### config.mk
export PLATFORM = sky130hd
export DESIGN_NAME = ss_signed_decoder
export DESIGN_NICKNAME = d
export VERILOG_FILES = /design/src/rtl/ss_pkg.sv /design/src/rtl/ss_updown_acc.sv /design/src/rtl/ss_signed_decoder.sv
export SDC_FILE = /design/constraint.sdc
export NUM_CORES = 1
export LEC_CHECK = 0
export CORE_MARGIN = 2
export CORE_UTILIZATION = 45
export DETAILED_ROUTE_END_ITERATION = 12
export PLACE_DENSITY_LB_ADDON = 0.2
export SLEW_MARGIN = 25
export SYNTH_ARGS = -nofsm -noshare
export SYNTH_HDL_FRONTEND = slang
export SYNTH_SLANG_ARGS = --single-unit
### constraint.sdc
create_clock -name CLK -period 2.5 [get_ports CLK]
set_input_delay 0.625 -clock CLK [delete_from_list [all_inputs] [get_ports CLK]]
set_output_delay 0.625 -clock CLK [all_outputs]
set_load 0.02 [all_outputs]
### src/rtl/ss_pkg.sv
// ss_pkg: shared state encoding and width helpers for the signed stochastic decoder
package ss_pkg;
    typedef enum logic {IDLE = 1'b0, ACCUM = 1'b1} state_t;
    localparam int DEFAULT_WINDOW_BITS = 4;
    function automatic int out_width(input int window_bits);
        return window_bits + 2;
    endfunction
endpackage

### src/rtl/ss_updown_acc.sv
// ss_updown_acc: signed up/down accumulator with hold and synchronous clear
module ss_updown_acc #(
    parameter int WIDTH = 6
) (
    input  logic clk,
    input  logic clr,
    input  logic en,
    input  logic in,
    input  logic neg,
    output logic signed [WIDTH-1:0] sum
);
    logic signed [WIDTH-1:0] acc;
    // running total including this cycle's contribution, so a window end can capture it directly
    always_comb sum = in ? (neg ? acc - WIDTH'(1) : acc + WIDTH'(1)) : acc;
    // clear wins over everything; otherwise advance only on enabled cycles
    always_ff @(posedge clk) begin
        if (clr) acc <= '0;
        else if (en) acc <= sum;
    end
endmodule

### src/rtl/ss_signed_decoder.sv
// ss_signed_decoder: windowed signed stochastic-stream decoder with ready/valid result; SS_DECODE_OVR_EN adds a sticky OVR flag
module ss_signed_decoder
    import ss_pkg::*;
#(
    parameter int WINDOW_BITS = DEFAULT_WINDOW_BITS,
    parameter int OUT_WIDTH = out_width(WINDOW_BITS)
) (
    input  logic CLK,
    input  logic INIT,
    input  logic EN,
    input  logic IN,
    input  logic SIGN_in,
    input  logic START,
    input  logic CONT,
    input  logic RDY,
    output logic [OUT_WIDTH-1:0] VALUE,
    output logic VALID,
    output logic BUSY
`ifdef SS_DECODE_OVR_EN
    ,
    output logic OVR
`endif
);
    localparam int AW = WINDOW_BITS + 2;
    state_t state;
    logic [WINDOW_BITS-1:0] cnt;
    logic signed [AW-1:0] sum;
    logic step, wend;
    assign step = (state == ACCUM) && EN;
    assign wend = step && (cnt == '1);
    assign BUSY = (state == ACCUM);
    ss_updown_acc #(.WIDTH(AW)) u_acc (
        .clk(CLK),
        .clr(INIT || wend || state == IDLE),
        .en (step),
        .in (IN),
        .neg(SIGN_in),
        .sum(sum)
    );
    // control FSM, sample counter and result handshake; a window end beats a same-cycle consume
    always_ff @(posedge CLK) begin
        if (INIT) begin
            state <= IDLE;
            cnt   <= '0;
            VALUE <= '0;
            VALID <= 1'b0;
        end else begin
            if (state == IDLE && START) state <= ACCUM;
            else if (wend && !CONT) state <= IDLE;
            if (step) cnt <= cnt + WINDOW_BITS'(1);
            if (wend) VALUE <= OUT_WIDTH'(sum);
            if (wend) VALID <= 1'b1;
            else if (RDY) VALID <= 1'b0;
        end
    end
`ifdef SS_DECODE_OVR_EN
    // sticky: a result was replaced before the consumer took it
    always_ff @(posedge CLK) begin
        if (INIT) OVR <= 1'b0;
        else if (wend && VALID && !RDY) OVR <= 1'b1;
    end
`endif
endmodule

==> results.md <==
* Status: complete, no violations
* Die area at 2380 µm²
* EDFF count, synth at 0
* Tot GR Track Use at 17.1%
* Slowest-stage cell, CP: clkdlybuf4s50_1
* Reg area at 360 µm²
* Synthesized instance count at 104
* Post-CTS Setup Inserts at 0
* Worst setup path class: primary input to flop
* Critical path buffers and inverters at 1
* Critical R2R Launch: u_acc.acc[1]$_SDFFE_PP0P_
* Final Hold Fails at 0
* Final Total Pwr at 0.496 mW
* Maximum VDD drop at 0.234 mV
* RSZ-0062 raised after global routing: false
* Syn_nets at 118
* Crit path cell chain: clkdlybuf4s50_1, ha_1, a21oi_2, o21ai_1, a21oi_2, xnor2_1, or3_1, a311oi_1
* Synth warn at 0
* Async S/R FF share, synth at 0%
* Slew HR at 78.0%
* Max Slew Vio Count at 0
* Reg clk slew, reported paths at 0.09 ns
* Post-DP HPWL at 1450 µm
* Die Y-Extent at 48.8 µm
* Placed Cells at 148
* Ant. Diodes at 0
* Vias in the first global route at 757
* Die span in x at 48.8 µm
* PwrDens at 442 nW/µm²
* Clk buf depth at 2
* DRT antenna net count at 0
* Hold Path Stages at 2
* Vias at 778
* Worst-margin pin slew at 0.329 ns
* Layout cells sized above 1 at 9.68%
* Pleak at 0.431 nW
* I/O pin count at 16
* Area Growth Syn to Fin at 24.4%
* Worst hold endpoint: VALUE[1]$_SDFFE_PP0P_
* Critical Path Most Common Cell: a21oi_2
* Predominant post-synthesis flop cell: dfxtp_1
* Initial antenna violation count at 0
* Non-Filler Instances at 151
* Rows at 16
* Crit path DAT at 2.57 ns
* Layout Nets at 140
* CTS Buf Count at 3
* Final Critical Period at 2.36 ns
* GPL Wtd Cong at 0.740
* R2R cell count at 7
* GRT overflow at 0
* First-pass GRT wire length at 3200 µm
* Reg2reg end: VALUE[5]$_SDFFE_PP0P_
* H-tree lvl count at 1
* Critical path endpoint category: flop
* Starting Density at 47.0%
* Max cap viols at 0
* Yosys cell types at 28
* Placeable core region at 1920 µm²
* CTS tree: yes
* R2R setup slack at 0.68 ns
* # DRC at 0
* Fill cells at 187
* Initial DRC count at 14
* Syn avg cell area at 8.69 µm²
* # resized after CTS at 0
* Hold Path Class: flop to flop
* Pre-Repair DR Iteration Count at 4
* Yosys reg bits at 18
* Hold-fix buffers, CTS at 0
* Period utilization at 94.6%
* Finished Core Util at 58.5%
* Mapped Area at 903 µm²
* Clk Latency, worst-skew pair at 0.29 ns
* Sequential share of the synthesized area at 39.9%
* Critical Path Max Stage Delay at 0.51 ns
* Crit-path leading delay family: compound AO/OA/AOI/OAI gates
* Area of the multi-input gates at 489 µm²
* Port buffer count at 15
* Clock Root Buffer: clkbuf_4
* Post-Route WL at 1830 µm
* Max Fclk at 423 MHz
* Critical Path RT at 2.70 ns
* Clock sink count at 18
* Vias per inst at 5.15
* Worst hold start: VALUE[1]$_SDFFE_PP0P_
* Avg WL per Cell at 12.1 µm
* Type of origin of the critical path: primary input
* Largest net degree at the start of global routing at 13
* CP max FO at 5
* Clock skew at 0.00216 ns
* Number of setup violations in the final report at 0
[layout make-up]
class / instances / area share, %
Multi-Input combinational cell: 76 / 43.5
Inverter: 6 / 2.00
Clock buffer: 3 / 2.00
Sequential cell: 18 / 32.1
Timing Repair Buffer: 21 / 17.4
Tap cell: 27 / 3.01
[report_power, final]
part	switching [mW]	internal, mW	total [mW]
combinational	0.0320	0.0324	0.0644
sequential	0.00366	0.290	0.294
clock	0.0818	0.0560	0.138
[layer usage]
| layer | GRT usage [%] | vias up | part of all wire (%) |
|---|---|---|---|
| met5 | 0 | - | 0 |
| met1 | 19.6 | 362 | 44 |
| met4 | 8.57 | 0 | 0.55 |
| met3 | 2.76 | 2 | 3.4 |
| met2 | 30.6 | 18 | 52 |
| li1 | - | 396 | - |
[worst reg2reg max path: cells and delay by family (launching register included)]
kind / cells / cell delay, ns
simple gates: 1 / 0.32
compound gates: 4 / 0.66
xor+xnor: 1 / 0.11
fa+ha+maj: 1 / 0.26
flops: 1 / 0.40
[metrics by stage]
step / hold WS, ns / setup slack [ns] / area [µm²] / setup TNS [ns]
after floorplan: 0.453 / 0.486 / 903 / 0
after global placement: 0.441 / -0.0584 / 1100 / -0.120
after detailed placement: 0.454 / -0.158 / 1100 / -0.521
after CTS: 0.467 / 0.144 / 1120 / 0
after global routing: 0.503 / 0.0221 / 1120 / 0
final: 0.465 / 0.135 / 1120 / 0
[worst max-delay path by stage]
| stage | to | startpoint | cells after the start | slack, ns |
|---|---|---|---|---|
| final | VALUE[5]$_SDFFE_PP0P_ | SIGN_in | 8 | 0.14 |
| after global routing | VALUE[5]$_SDFFE_PP0P_ | SIGN_in | 8 | 0.02 |
| after CTS | VALUE[5]$_SDFFE_PP0P_ | SIGN_in | 8 | 0.14 |
| after detailed placement | VALUE[5]$_SDFFE_PP0P_ | SIGN_in | 8 | -0.16 |
| after global placement | VALUE[5]$_SDFFE_PP0P_ | SIGN_in | 8 | -0.06 |
| after floorplan | VALUE[5]$_SDFFE_PP0P_ | SIGN_in | 7 | 0.49 |
[sequential cells by signal, summed over array words and instances, names as in the netlist]
name,cells
VALID,1
cnt,4
u_acc.acc,6
BUSY,1
VALUE,6
[cells in the final DEF, fill, tap and decap left out]
cell type / instances
o21ai_1: 1
nor2_1: 15
o211ai_1: 1
and4_1: 1
xor2_1: 3
nand2b_1: 1
buf_4: 6
xnor2_1: 6
o22ai_1: 1
dfxtp_1: 18
and2_1: 1
a211oi_1: 5
clkdlybuf4s50_1: 15
or3_1: 2
nand3_1: 2
a21oi_2: 3
nand2_1: 9
nand4_1: 2
fa_1: 1
clkbuf_4: 3
a311oi_1: 1
ha_1: 5
o21ai_0: 2
a21oi_1: 11
nand3b_1: 1
a21o_1: 1
mux2i_1: 1
inv_1: 6
[logic make-up (layout without fill, tap and decap cells)]
family	after synthesis	in the layout	share of synthesized area [%]
buf+inv	10	30	5.95
xor+xnor	9	9	8.73
simple gates	34	34	17.0
flops	18	18	39.9
compound gates	26	26	18.1
mux	1	1	1.11
fa+ha+maj	6	6	9.14
[Yosys cell counts, types with 2 or more instances]
cell / count / share of area (%)
dfxtp_1: 18 / 40
nor2_1: 15 / 6.2
a21oi_1: 11 / 6.1
nand2_1: 9 / 3.7
inv_1: 6 / 2.5
xnor2_1: 6 / 5.8
a211oi_1: 5 / 4.2
ha_1: 5 / 6.9
a21oi_2: 3 / 2.9
xor2_1: 3 / 2.9
buf_6: 2 / 2.5
nand3_1: 2 / 1.1
nand4_1: 2 / 1.4
o21ai_0: 2 / 1.1
or3_1: 2 / 1.4
Note: power is estimated with default switching activity, not from simulation.
